===== config.mk =====
export PLATFORM = sky130hd
export DESIGN_NAME = network_source
export DESIGN_NICKNAME = d
export VERILOG_FILES = /design/src/rtl/network_source.sv
export SDC_FILE = /design/constraint.sdc
export NUM_CORES = 1
export LEC_CHECK = 0
export CAP_MARGIN = 20
export CORE_AREA = 2 2 39 41
export CTS_BUF_LIST = sky130_fd_sc_hd__clkbuf_4
export DETAILED_ROUTE_END_ITERATION = 7
export DIE_AREA = 0 0 41 43
export PLACE_DENSITY = 0.81
export SLEW_MARGIN = 5
export SYNTH_ARGS = -nofsm -noshare
export SYNTH_HDL_FRONTEND = slang
export SYNTH_SLANG_ARGS = --single-unit

===== constraint.sdc =====
create_clock -name clk -period 2 [get_ports clk]
set_clock_uncertainty 0.2 [all_clocks]
set_input_delay 0.4 -clock clk [delete_from_list [all_inputs] [get_ports clk]]
set_output_delay 0.4 -clock clk [all_outputs]
set_load 0.03 [all_outputs]

===== src/rtl/network_source.sv =====
// Source-side dispatch: folds a count word plus that many spike indices into one
// parallel input vector, then offers it to the network with a valid/ready handshake.
module network_source #(
    parameter int NUM_INP   = 4,
    parameter int SRC_WIDTH = $clog2(NUM_INP + 1)
) (
    input  logic                 clk,
    input  logic                 rst,
    input  logic                 src_valid,
    output logic                 src_ready,
    input  logic [SRC_WIDTH-1:0] src,
    output logic                 net_valid,
    input  logic                 net_ready,
    output logic [NUM_INP-1:0]   net_inp,
    output logic                 err
);

    typedef enum logic [1:0] {
        S_COUNT,
        S_COLLECT,
        S_DISPATCH
    } state_t;

    localparam logic [SRC_WIDTH-1:0] NUM_INP_W = SRC_WIDTH'(NUM_INP);
    localparam logic [SRC_WIDTH-1:0] ONE_W     = SRC_WIDTH'(1);

    state_t                 r_state;
    logic [NUM_INP-1:0]     r_net_inp;
    logic [SRC_WIDTH-1:0]   r_remaining;
    logic                   r_err;

    state_t                 w_state_next;
    logic [NUM_INP-1:0]     w_inp_next;
    logic [SRC_WIDTH-1:0]   w_rem_next;
    logic                   w_err_next;
    logic                   w_src_beat;
    logic                   w_net_beat;

    assign src_ready  = (r_state != S_DISPATCH) && !rst;
    assign net_valid  = (r_state == S_DISPATCH);
    assign net_inp    = r_net_inp;
    assign err        = r_err;
    assign w_src_beat = src_valid && src_ready;
    assign w_net_beat = net_valid && net_ready;

    always_ff @(posedge clk) begin
        if (rst) begin
            r_state     <= S_COUNT;
            r_net_inp   <= '0;
            r_remaining <= '0;
            r_err       <= 1'b0;
        end else begin
            r_state     <= w_state_next;
            r_net_inp   <= w_inp_next;
            r_remaining <= w_rem_next;
            r_err       <= w_err_next;
        end
    end

    always_comb begin
        w_state_next = r_state;
        w_inp_next   = r_net_inp;
        w_rem_next   = r_remaining;
        w_err_next   = r_err;
        case (r_state)
            S_COUNT: begin
                if (w_src_beat) begin
                    if (src == '0) begin
                        w_state_next = S_DISPATCH;
                    end else if (src <= NUM_INP_W) begin
                        w_rem_next   = src;
                        w_state_next = S_COLLECT;
                    end else begin
                        // Oversized count saturates so the run still terminates.
                        w_err_next   = 1'b1;
                        w_rem_next   = NUM_INP_W;
                        w_state_next = S_COLLECT;
                    end
                end
            end
            S_COLLECT: begin
                if (w_src_beat) begin
                    if (src < NUM_INP_W) begin
                        for (int i = 0; i < NUM_INP; i++) begin
                            if (src == SRC_WIDTH'(i)) begin
                                w_inp_next[i] = 1'b1;
                            end
                        end
                    end else begin
                        w_err_next = 1'b1;
                    end
                    w_rem_next = r_remaining - ONE_W;
                    if (r_remaining == ONE_W) begin
                        w_state_next = S_DISPATCH;
                    end
                end
            end
            S_DISPATCH: begin
                if (w_net_beat) begin
                    w_inp_next   = '0;
                    w_state_next = S_COUNT;
                end
            end
            default: begin
                w_state_next = S_COUNT;
            end
        endcase
    end

endmodule


==> impl_metrics.py, run 1 <==
metrics = {
    "pwr": {
        "cellLeakagePower_nw": 0.302,
        "p_per_area_nw_per_um2": 593,
        "irDropWorstVdd_mv": 0.378,
    },
    "cells_and_area": {
        "nets": 94,
        "drive_gt1_share_pct": 18.1,
        "n_antenna_cell": 0,
        "utilization_pct": 55.2,
        "syn2layout_area_growth_pct": 35.9,
    },
    "worst_setup_path": {
        "worst-path-buf-inv": 3,
        "path_cells": "clkdlybuf4s50_1 > buf_6 > nor2_1 > buf_4",
        "critPathKind": "in2out",
        "critPathTopFamily": "buffers and inverters",
        "rr_worst_depth": 5,
        "crit_slowest_cell": "clkdlybuf4s50_1",
        "rr_endpoint": "r_remaining[2]$_SDFFE_PP0P_",
        "timing.rr.start": "r_state[1]$_SDFFE_PP0P_",
        "cp-end-kind": "primary output",
        "rrSetupSlack_ns": 0.40,
        "required_ns": 1.40,
        "crit_arrival_ns": 1.30,
        "crit_fanout": 12,
        "cp_slowest_stage_delay_ns": 0.51,
        "start_kind": "primary input",
    },
    "drt": {
        "drc_errors": 0,
        "drt_iter0_markers": 9,
        "routed_via_density": 5.45,
        "wl_per_cell_um": 13.3,
        "drt-total-wl_um": 1310,
        "ant_nets": 0,
        "via_count": 540,
        "first_pass_iters": 4,
    },
    "clock_tree": {
        "cts_buffers": 3,
        "clockRootBuffer": "clkbuf_4",
        "clock_path_buffers": 2,
        "clkSinkCount": 10,
        "clk_pin_slew_ns": 0.06,
        "holdBufCountCts": 0,
        "clkLatencyLatePin_ns": 0.25,
        "cts_tree": "done",
        "h-tree-depth": 1,
    },
    "synth": {
        "ys_types": 28,
        "syn-instance-count": 64,
        "synth_fp_nets": 73,
        "synth_edf_count": 0,
        "ys_warn_count": 0,
        "synthFlopType": "dfxtp_1",
        "syn_area_um2": 562,
        "seq_area_frac_synth_pct": 35.6,
        "syn_area_per_cell_um2": 8.78,
        "async_flop_share_pct": 0,
        "ys_ff_latch": 10,
    },
    "sta": {
        "fin_setup_tns_ns": 0,
        "fin_crit_ns": 1.90,
        "setup_viol": 0,
        "rsz0062_at_grt": "false",
        "relSlewSlack_pct": 75.3,
        "fin_crit_sh_pct": 94.8,
        "max_freq_ghz": 0.527,
        "slew_violations": 0,
        "hold_violations": 0,
        "timing_worst_slew_pin_value_ns": 0.368,
        "setup_slack_ns": 0.103,
    },
    "global_routing": {
        "grt_pass1_vias": 510,
        "antenna_found_initial": 0,
        "overflow": 0,
        "grt_max_degree": 13,
        "grt_first_pass_wirelength_um": 2190,
        "grt_usage_pct": 18.6,
    },
    "floorplan": {
        "ioPinCount": 14,
        "die-area_um2": 1760,
        "start_util_pct": 40.6,
        "core_area_um2": 1380,
        "fp-row-count": 14,
        "die_w_um": 41,
        "die_y_um": 43,
    },
    "hold_path": {
        "holdPathStages": 2,
        "hold_path_class": "reg2reg",
        "hold_end": "r_remaining[1]$_SDFFE_PP0P_",
        "min_from": "r_remaining[1]$_SDFFE_PP0P_",
    },
    "placed_design": {
        "dp_slack_ns": -0.0210,
        "post-dp-hpwl_um": 1020,
        "place_congestion": 0.757,
        "numPortBuffers": 13,
    },
    "run": {
        "cap_violations": 0,
    },
    "status": {
        "outcome": "finished clean",
    },
}
-- placed cells by master, fill, tap and decap left out, types with 2 or more instances in the layout --
master,synthesis,routed
buf_4,0,5
ha_1,2,2
clkdlybuf4s50_1,0,11
o311a_1,2,2
o21ai_0,4,4
nor2_1,9,9
nor3_1,5,5
a32oi_1,4,4
dfxtp_1,10,10
clkbuf_4,0,3
nand2_1,2,2
inv_1,6,6
nand2b_1,2,2
-- state kept, by name, indices dropped and copies added, names as in the netlist --
| signal | count |
|---|---|
| err | 1 |
| r_remaining | 3 |
| net_inp | 4 |
| r_state | 2 |
-- worst min-delay path, stage by stage, from the launching register on --
cell and delay [ns]:
dfxtp_1 0.31, nor2_1 0.10, nor3_1 0.05
-- where the power goes --
part,switching [mW],internal [mW]
Sequential,0.00510,0.208
Combinational,0.0574,0.0496
Clock,0.0635,0.0692
-- metal layers --
| layer | vias to the layer above | GRT usage, % | wire [µm] | part of all wire [%] |
|---|---|---|---|---|
| met3 | 2 | 3.14 | 64 | 4.9 |
| met4 | 0 | 10.0 | 21 | 1.6 |
| li1 | 275 | - | - | - |
| met1 | 247 | 25.3 | 615 | 47 |
| met2 | 16 | 26.9 | 613 | 47 |
| met5 | - | 0 | 0 | 0 |
-- logic make-up after synthesis --
group / after synthesis / share of synthesized area [%]
adder cells (fa/ha/maj): 2 / 4.45
buffers and inverters: 8 / 5.57
AO/OA/AOI/OAI: 17 / 23.2
flip-flops: 10 / 35.6
AND/OR/NAND/NOR: 27 / 31.2
-- cells in the mapped netlist, drive strengths merged (2+ instances only) --
library cell,number,share of area [%]
dfxtp,10,36
nor2,10,9.6
inv,6,4.0
nor3,5,4.5
a32oi,4,6.2
o21ai,4,3.6
a211oi,2,3.6
a21oi,2,2.4
ha,2,4.5
nand2,2,1.3
nand2b,2,2.2
o311a,2,3.6
-- how the worst max path moves through the flow --
stage	from	to	slack, ns	cells after the start
floorplan	r_state[0]$_SDFFE_PP0P_	src_ready	0.11	3
global placement	src_valid	r_remaining[1]$_SDFFE_PP0P_	0.004	5
detailed placement	src_valid	r_remaining[2]$_SDFFE_PP0P_	-0.02	5
CTS	rst	src_ready	0.06	4
global route	rst	src_ready	0.02	4
finish	rst	src_ready	0.10	4
-- through the flow --
| stage | std cells | hold slack, ns | power [mW] | cell area, µm² |
|---|---|---|---|---|
| 2_1_floorplan | 64 | 0.271 | 0.281 | 562 |
| 3_5_place_dp | 96 | 0.281 | 0.324 | 738 |
| 3_3_place_gp | 96 | 0.277 | 0.321 | 738 |
| 4_1_cts | 99 | 0.296 | 0.456 | 759 |
| 5_1_grt | 99 | 0.312 | 0.475 | 763 |
| 6_report | 99 | 0.295 | 0.453 | 763 |
-- cell type report --
| class | count | area (µm²) |
|---|---|---|
| clock buffer | 3 | 22.5 |
| fill | 139 | 621 |
| inverter | 6 | 22.5 |
| multi-input combinational | 46 | 330 |
| sequential | 10 | 200 |
| tap | 16 | 20.0 |
| timing repair buffer | 18 | 168 |
-- what timing repair did --
| item | 4_1_cts | 5_1_grt |
|---|---|---|
| endpoints found under the hold margin | 0 | 0 |
| buffers inserted | 0 | 0 |
| endpoints found under the setup margin | 1 | 1 |
| resized for setup | 1 | 1 |
Power figures use the tool's default switching activity.
==> inputs of run 2 (changes only) <==
Settings changed: PLACE_DENSITY 0.81 to 0.7.
==> impl_metrics.py, run 2 (synthesis gave the netlist of run 1 again) <==
metrics = {
    "status": {
        "outcome": "finished clean",
    },
    "placed_design": {
        "dp_cells": 97,
        "post-dp-hpwl_um": 952,
        "dp_slack_ns": -0.00724,
        "placed_cell_area_um2": 746,
        "numPortBuffers": 13,
        "place_congestion": 0.796,
    },
    "sta": {
        "hold_violations": 0,
        "hold_ws_ns": 0.278,
        "fin_setup_tns_ns": 0,
        "relSlewSlack_pct": 74.6,
        "rsz0062_at_grt": "false",
        "setup_slack_ns": 0.101,
        "slew_violations": 0,
        "fin_crit_sh_pct": 94.9,
        "max_freq_ghz": 0.527,
        "fin_crit_ns": 1.90,
        "setup_viol": 0,
        "timing_worst_slew_pin_value_ns": 0.378,
    },
    "floorplan": {
        "die-area_um2": 1760,
        "ioPinCount": 14,
        "start_util_pct": 40.6,
        "core_area_um2": 1380,
        "die_w_um": 41,
        "fp-row-count": 14,
        "die_y_um": 43,
    },
    "drt": {
        "routed_via_density": 5.27,
        "wl_per_cell_um": 12.1,
        "drt_iter0_markers": 7,
        "via_count": 532,
        "ant_nets": 0,
        "drc_errors": 0,
        "drt-total-wl_um": 1220,
        "first_pass_iters": 4,
    },
    "cells_and_area": {
        "n_antenna_cell": 0,
        "largest_register_ffs": 4,
        "syn2layout_area_growth_pct": 37.2,
        "layoutNonFillerInstCount": 101,
        "nets": 95,
        "utilization_pct": 55.7,
        "final_cell_mix": "clkdlybuf4s50_1 (11), dfxtp_1 (10), nor2_1 (9), buf_4 (7), inv_1 (6)",
        "drive_gt1_share_pct": 18.8,
        "stdcell_area_um2": 771,
        "final_common_cell": "clkdlybuf4s50_1",
    },
    "clock_tree": {
        "clk_pin_slew_ns": 0.07,
        "holdBufCountCts": 0,
        "clock_path_buffers": 2,
        "h-tree-depth": 1,
        "post_cts_buffers": 0,
        "cts_tree": "done",
        "clockRootBuffer": "clkbuf_4",
        "clkLatencyLatePin_ns": 0.26,
        "cts_buffers": 3,
        "clkSinkCount": 10,
    },
    "worst_setup_path": {
        "critPathTopFamily": "buffers and inverters",
        "crit_slowest_cell": "clkdlybuf4s50_1",
        "start_kind": "primary input",
        "crit_fanout": 12,
        "critPathKind": "in2out",
        "cp_slowest_stage_delay_ns": 0.48,
        "cp_common_cell": "buf_4",
        "required_ns": 1.40,
        "cp-end-kind": "primary output",
        "worst-path-buf-inv": 3,
        "crit_arrival_ns": 1.30,
        "path_cells": "clkdlybuf4s50_1 > buf_4 > nor2_1 > buf_4",
    },
    "global_routing": {
        "grt_first_pass_wirelength_um": 1930,
        "grt_usage_pct": 16.3,
        "antenna_found_initial": 0,
        "overflow": 0,
        "grt_pass1_vias": 438,
        "grt_max_degree": 13,
    },
    "pwr": {
        "irDropWorstVdd_mv": 0.460,
        "power_mw": 0.462,
        "cellLeakagePower_nw": 0.307,
        "p_per_area_nw_per_um2": 599,
    },
    "hold_path": {
        "hold_path_class": "reg2reg",
    },
    "run": {
        "cap_violations": 0,
    },
}
-- run 2: changes by cell type in the layout (fill, tap and decap cells not counted), sizes merged --
cell    delta
buf        +1
clkinv     +1
-- run 2: report_power, final --
part / internal (mW) / total, mW / leakage [nW] / switching, mW
Clock: 0.0720 / 0.142 / 0.0154 / 0.0702
Combinational: 0.0503 / 0.107 / 0.210 / 0.0567
Sequential: 0.208 / 0.213 / 0.0814 / 0.00493
Total: 0.330 / 0.462 / 0.307 / 0.132
-- run 2: timing repair --
action / 4_1_cts / 5_1_grt
setup endpoints to repair: 1 / 0
resized for setup: 1 / 0
hold endpoints to repair: 0 / 0
-- run 2: per-layer routing --
metal  vias up  wire length (µm)  track usage [%]
met1       242               626             26.5
met3         2                54             3.14
li1        276                 -                -
met5         -                 0                0
met4         0                10             10.0
met2        12               531             18.4
-- run 2: cell type report --
| cell class | instances | area, µm² |
|---|---|---|
| clock inverter | 1 | 3.75 |
| tap | 16 | 20.0 |
| multi-input combinational | 46 | 330 |
| sequential | 10 | 200 |
| inverter | 6 | 22.5 |
| fill | 133 | 613 |
| clock buffer | 3 | 22.5 |
| timing repair buffer | 19 | 171 |
-- run 2: path summary, 6_finish.rpt --
| kind | startpoint | endpoint | slack, ns | cells past startpoint |
|---|---|---|---|---|
| setup / recovery | rst | src_ready | 0.10 | 4 |
| hold / removal | err$_SDFFE_PP0P_ | err$_SDFFE_PP0P_ | 0.28 | 2 |
| hold reg to reg | err$_SDFFE_PP0P_ | err$_SDFFE_PP0P_ | 0.28 | 2 |
| setup reg to reg | r_state[1]$_SDFFE_PP0P_ | r_remaining[2]$_SDFFE_PP0P_ | 0.41 | 5 |
-- run 2: worst min-delay path: cells and delay by family, from the launching register on --
kind | cells | cell delay, ns
flops | 1 | 0.33
simple gates | 1 | 0.07
compound gates | 1 | 0.04
